### src/rtl/stopwatch_pkg.sv
// Shared types and constants for the stopwatch controller and its display decoder.
package stopwatch_pkg;

  typedef enum logic [1:0] {
    ST_IDLE  = 2'd0,
    ST_RUN   = 2'd1,
    ST_PAUSE = 2'd2
  } state_t;

  localparam logic [3:0] BCD_MAX   = 4'd9;
  localparam logic [6:0] SEG_BLANK = 7'b1111111;

  function automatic logic [3:0] bcd_inc(input logic [3:0] d);
    return (d == BCD_MAX) ? 4'd0 : d + 4'd1;
  endfunction

endpackage

### src/rtl/segment7.sv
// Hex to 7-segment decoder, active-low segments, bit order g..a.
module segment7
  import stopwatch_pkg::*;
(
  input  logic [3:0] bcd,
  output logic [6:0] seg
);

  always_comb begin
    seg = SEG_BLANK;
    case (bcd)
      4'h0: seg = 7'b1000000;
      4'h1: seg = 7'b1111001;
      4'h2: seg = 7'b0100100;
      4'h3: seg = 7'b0110000;
      4'h4: seg = 7'b0011001;
      4'h5: seg = 7'b0010010;
      4'h6: seg = 7'b0000010;
      4'h7: seg = 7'b1111000;
      4'h8: seg = 7'b0000000;
      4'h9: seg = 7'b0010000;
      4'hA: seg = 7'b0001000;
      4'hB: seg = 7'b0000011;
      4'hC: seg = 7'b1000110;
      4'hD: seg = 7'b0100001;
      4'hE: seg = 7'b0000110;
      4'hF: seg = 7'b0001110;
      default: seg = SEG_BLANK;
    endcase
  end

endmodule

### src/rtl/stopwatch_ctrl.sv
// Run/pause/clear stopwatch over cascaded BCD digits with a scanned 7-segment display.
// Build option STOPWATCH_HOLD_ON_OVF_EN: freeze at all-9s and pause instead of wrapping.
//
// state    | meaning
// ST_IDLE  | cleared, prescaler held at 0
// ST_RUN   | prescaler counting, digits advance on tick
// ST_PAUSE | prescaler and digits frozen mid-period
module stopwatch_ctrl
  import stopwatch_pkg::*;
#(
  parameter int NUM_DIGITS = 4,
  parameter int TICK_DIV   = 50000,
  parameter int SCAN_DIV   = 1000
) (
  input  logic                  clk,
  input  logic                  rst,
  input  logic                  start_stop,
  input  logic                  clear,
  output logic                  running,
  output logic                  overflow,
  output logic [NUM_DIGITS-1:0] digit_sel,
  output logic [3:0]            digit_bcd,
  output logic [6:0]            hout
);

  localparam int TICK_W = $clog2(TICK_DIV);
  localparam int SCAN_W = (SCAN_DIV > 1) ? $clog2(SCAN_DIV) : 1;
  localparam int IDX_W  = $clog2(NUM_DIGITS);

`ifdef STOPWATCH_HOLD_ON_OVF_EN
  localparam bit HOLD_ON_OVF = 1'b1;
`else
  localparam bit HOLD_ON_OVF = 1'b0;
`endif

  state_t            state, next_state;
  logic [TICK_W-1:0] presc;
  logic              tick, all_nines, ovf_event;
  logic              in_run, in_idle, ss_ok;
  logic [3:0]        digit [NUM_DIGITS];
  logic [NUM_DIGITS-1:0] is_nine, carry;
  logic [SCAN_W-1:0] scan_cnt;
  logic [IDX_W-1:0]  scan_idx, next_idx;
  logic              scan_wrap;

  always_ff @(posedge clk) begin
    if (rst) state <= ST_IDLE;
    else     state <= next_state;
  end

  always_comb begin
    next_state = state;
    if (clear) begin
      next_state = ST_IDLE;
    end else if (HOLD_ON_OVF && ovf_event) begin
      next_state = ST_PAUSE;
    end else if (start_stop && ss_ok) begin
      case (state)
        ST_IDLE:  next_state = ST_RUN;
        ST_RUN:   next_state = ST_PAUSE;
        ST_PAUSE: next_state = ST_RUN;
        default:  next_state = ST_IDLE;
      endcase
    end
  end

  always_comb begin
    in_run  = (state == ST_RUN);
    in_idle = (state == ST_IDLE);
    // In hold mode a latched overflow locks out start_stop until clear.
    ss_ok   = !(HOLD_ON_OVF && overflow);
  end

  assign tick      = in_run && (presc == TICK_W'(TICK_DIV - 1));
  assign all_nines = &is_nine;
  assign ovf_event = tick && all_nines;

  always_ff @(posedge clk) begin
    if (rst) running <= 1'b0;
    else     running <= (next_state == ST_RUN);
  end

  always_ff @(posedge clk) begin
    if (rst || clear || in_idle) presc <= '0;
    else if (tick)               presc <= '0;
    else if (in_run)             presc <= presc + TICK_W'(1);
  end

  always_ff @(posedge clk) begin
    if (rst || clear)   overflow <= 1'b0;
    else if (ovf_event) overflow <= 1'b1;
  end

  assign carry[0] = tick && !(HOLD_ON_OVF && all_nines);

  for (genvar gi = 0; gi < NUM_DIGITS; gi++) begin : g_digit
    assign is_nine[gi] = (digit[gi] == BCD_MAX);
    if (gi > 0) begin : g_carry
      assign carry[gi] = carry[gi-1] && is_nine[gi-1];
    end
    always_ff @(posedge clk) begin
      if (rst || clear)   digit[gi] <= 4'd0;
      else if (carry[gi]) digit[gi] <= bcd_inc(digit[gi]);
    end
  end

  always_comb begin
    scan_wrap = (scan_cnt == SCAN_W'(SCAN_DIV - 1));
    next_idx  = scan_idx;
    if (scan_wrap)
      next_idx = (scan_idx == IDX_W'(NUM_DIGITS - 1)) ? '0 : scan_idx + IDX_W'(1);
  end

  always_ff @(posedge clk) begin
    if (rst) begin
      scan_cnt  <= '0;
      scan_idx  <= '0;
      digit_sel <= ~NUM_DIGITS'(1);
    end else begin
      scan_cnt  <= scan_wrap ? '0 : scan_cnt + SCAN_W'(1);
      scan_idx  <= next_idx;
      digit_sel <= ~(NUM_DIGITS'(1) << next_idx);
    end
  end

  assign digit_bcd = digit[scan_idx];

  segment7 u_seg (
    .bcd (digit_bcd),
    .seg (hout)
  );

endmodule

### config.mk
export PLATFORM = sky130hd
export DESIGN_NAME = stopwatch_ctrl
export DESIGN_NICKNAME = d
export VERILOG_FILES = /design/src/rtl/stopwatch_pkg.sv /design/src/rtl/segment7.sv /design/src/rtl/stopwatch_ctrl.sv
export SDC_FILE = /design/constraint.sdc
export NUM_CORES = 1
export LEC_CHECK = 0
export CAP_MARGIN = 20
export CORE_MARGIN = 5
export CORE_UTILIZATION = 53
export DETAILED_ROUTE_END_ITERATION = 8
export PLACE_DENSITY = 0.73
export SLEW_MARGIN = 20
export SYNTH_ARGS = -nofsm -noshare
export SYNTH_HDL_FRONTEND = slang
export SYNTH_HIERARCHICAL = 1
export SYNTH_SLANG_ARGS = --single-unit
export TNS_END_PERCENT = 1
### constraint.sdc
create_clock -name clk -period 2.7 [get_ports clk]
set_input_delay 0.405 -clock clk [delete_from_list [all_inputs] [get_ports clk]]
set_output_delay 0.405 -clock clk [all_outputs]
set_load 0.005 [all_outputs]
==> reports/results.ini <==
[outcome]
outcome = complete, no violations

[detailed_routing]
finalWirelength_um = 5430
vias = 2216
ant_nets = 0
post_drt_wl_per_cell_um = 12.9
drtIter0Drc = 139
drc_errors = 0
firstDrtPassIters = 4
viasPerCell = 5.29

[synthesis]
yosysSeqAreaShare_pct = 41.2
async_flop_share_pct = 0
synth_common_cells = nor2_1, dfxtp_1, nand2_1
yosysWarnings = 6
ys.flop_type = dfxtp_1
synth_edf_count = 16
synth_top_area_share_pct = 24.7
ys_seq_elements = 52
ys_types = 54
syn_inst = 307
synth.area.top_cells = dfxtp_1, edfxtp_1, ha_1, nor2_1, xnor2_1
synthesis.area_mm2 = 0.00291
syn_avg_cell_area_um2 = 9.49
syn-num-nets = 329
yosysTopAreaCell = dfxtp_1
synth_most_common_cell = nor2_1

[timing]
worst_pin_slew_ns = 0.492
layout_min_cycle_time_ns = 2.65
slew_viol_final = 0
holdWs_ns = 0.455
rsz0062_at_grt = true
finClkSkew_ns = 0.00911
fmax_ghz = 0.377
setup_viol = 0
finalHoldViolCount = 0
post-route-period-util_pct = 98.3
slew_headroom_pct = 67.2

[layout]
layout.cells.non_filler = 419
area_growth_pct = 19.1
fin_nets = 368
drive_above_1_share_pct = 16.7
n_fill_cell = 441
final_util_pct = 63.8
antennaDiodeCount = 0

[placement]
gp_congestion = 0.767
dpl.cell_count = 406
io_buffers = 20
hpwl_um = 3940

[pwr]
p_seq_share_pct = 55.7
p_sw_share_pct = 22.4
power_leakage_nw = 1.26
p_comb_share_pct = 9.1
p_sw_mw = 0.336
clockPowerShare_pct = 35.2
p_int_mw = 1.17
finalPower_mw = 1.50
peakVddDrop_mv = 0.253
power_density_mw_per_mm2 = 433

[clock_tree]
clock_path_buffers = 2
cts_tree = built
ctsHoldBuffers = 0
clockRootBuffer = clkbuf_8
clk_pin_slew_ns = 0.10
clock_latency_ns = 0.31
ctsHtreeMaxLevel = 2
numCtsBuffers = 5
numClockSinks = 52

[global_routing]
grt_pass1_vias = 2126
globalRouteTotalUtil_pct = 16.1
grt_overflow = 0
antenna_found_initial = 0
grt_max_degree = 17
grt_pass1_wl_um = 9540

[die]
io_pins = 21
core-area_mm2 = 0.00544
start_util_pct = 53.6
die_w_um = 84.2
die-area_mm2 = 0.00708
rows = 27
die_h_um = 84.2

[setup_path]
cp_max_fo = 3
critPathSlowestCell = mux4_2
critPathKind = flip-flop to output pin
end_kind = output pin
crit_chain = mux4_2, buf_6, ha_4, buf_4, mux4_1, clkbuf_2
cp.arrival_ns = 2.25
worst_path_largest_cell_delay_ns = 0.51
start_kind = flip-flop
required_ns = 2.30

[flow_run]
cap_violations = 0

[min_path]
hold_path_class = flip-flop to flip-flop

## worst max-delay path: cells and delay by family, from the launching register on
| family | cells | cell delay [ns] |
|---|---|---|
| adder cells (fa/ha/maj) | 1 | 0.15 |
| buffers and inverters | 3 | 0.40 |
| flip-flops | 1 | 0.42 |
| multiplexers | 2 | 0.97 |
## placed cells by master (no fill, tap or decap), types with 3 or more instances in the layout
cell             count
or3_1                4
clkbuf_8             5
nor4_1               6
mux4_2               4
nand3b_1             3
buf_4               20
inv_1                9
xor2_1               8
nand3_1             13
clkdlybuf4s50_1     13
edfxtp_1            16
and3b_1              3
ha_1                15
a21oi_1             11
nor2_1              43
nor3_1              20
a21o_1               3
dfxtp_1             35
buf_6                4
nand2b_1             3
dlygate4sd2_1        3
mux2i_1              7
o21ai_0              4
nand2_1             22
xnor2_1             16
nand4_1              7
## worst paths after layout
check	from	end	slack, ns	cells past startpoint
max reg2reg	digit[0][1]$_SDFFCE_PP0P_	digit[3][1]$_SDFFCE_PP0P_	0.59	7
min	scan_cnt[0]$_SDFF_PP0_	scan_cnt[0]$_SDFF_PP0_	0.46	1
min reg2reg	scan_cnt[0]$_SDFF_PP0_	scan_cnt[0]$_SDFF_PP0_	0.46	1
max	digit[3][0]$_SDFFCE_PP0P_	hout[3]	0.05	6
## cell type report
cell class / instances / area [um2] / area share (%)
inverters: 11 / 41.3 / 1.19
clock buffers: 5 / 68.8 / 1.98
well taps: 72 / 90.1 / 2.60
repair buffers: 44 / 382 / 11.0
clock inverters: 3 / 42.5 / 1.23
flip-flops and latches: 52 / 1200 / 34.7
multi-input cells: 232 / 1640 / 47.3
## registers in the layout, summed over array words and instances, names as in the netlist
signal     flops
digit         16
presc         16
state          2
running        1
digit_sel      4
scan_idx       2
overflow       1
scan_cnt      10
## per-layer routing
layer | vias up | share of wire, % | GRT usage, %
met3 | 9 | 3.3 | 3.73
met2 | 39 | 48 | 27.4
met4 | 0 | 1.3 | 4.53
met1 | 1003 | 47 | 20.5
met5 | - | 0 | 0
li1 | 1165 | - | -
## cell families (layout without fill, tap and decap cells)
family	Yosys count	in the layout	synth area share [%]
buf+inv	23	63	3.44
mux	14	14	7.17
compound gates	30	30	6.53
fa+ha+maj	18	18	7.73
flops	52	52	41.2
simple gates	146	146	26.7
xor+xnor	24	24	7.21
## metrics by stage
| stage | setup TNS (ns) | worst slack (ns) | instance area, um2 |
|---|---|---|---|
| after floorplan | 0 | 0.229 | 2910 |
| after global placement | 0 | 0.0310 | 3290 |
| after detailed placement | -0.0383 | -0.0383 | 3290 |
| after CTS | 0 | 0.00233 | 3420 |
| after global routing | -0.0687 | -0.0519 | 3470 |
| final | 0 | 0.0472 | 3470 |
## what timing repair did
action                     in CTS  in global routing
setup endpoints to repair       7                  4
resized for setup              17                 11
buffers inserted                3                  2
pin swaps                       0                  2
## power by group through the flow
| stage | registers [mW] | logic [mW] | clock network [mW] |
|---|---|---|---|
| after detailed placement | 0.856 | 0.132 | 0 |
| after global routing | 0.840 | 0.153 | 0.585 |
| after CTS | 0.838 | 0.132 | 0.546 |
| final | 0.837 | 0.137 | 0.528 |
| after floorplan | 0.853 | 0.0763 | 0 |
| after global placement | 0.855 | 0.129 | 0 |
(Power assumes the default switching activity.)
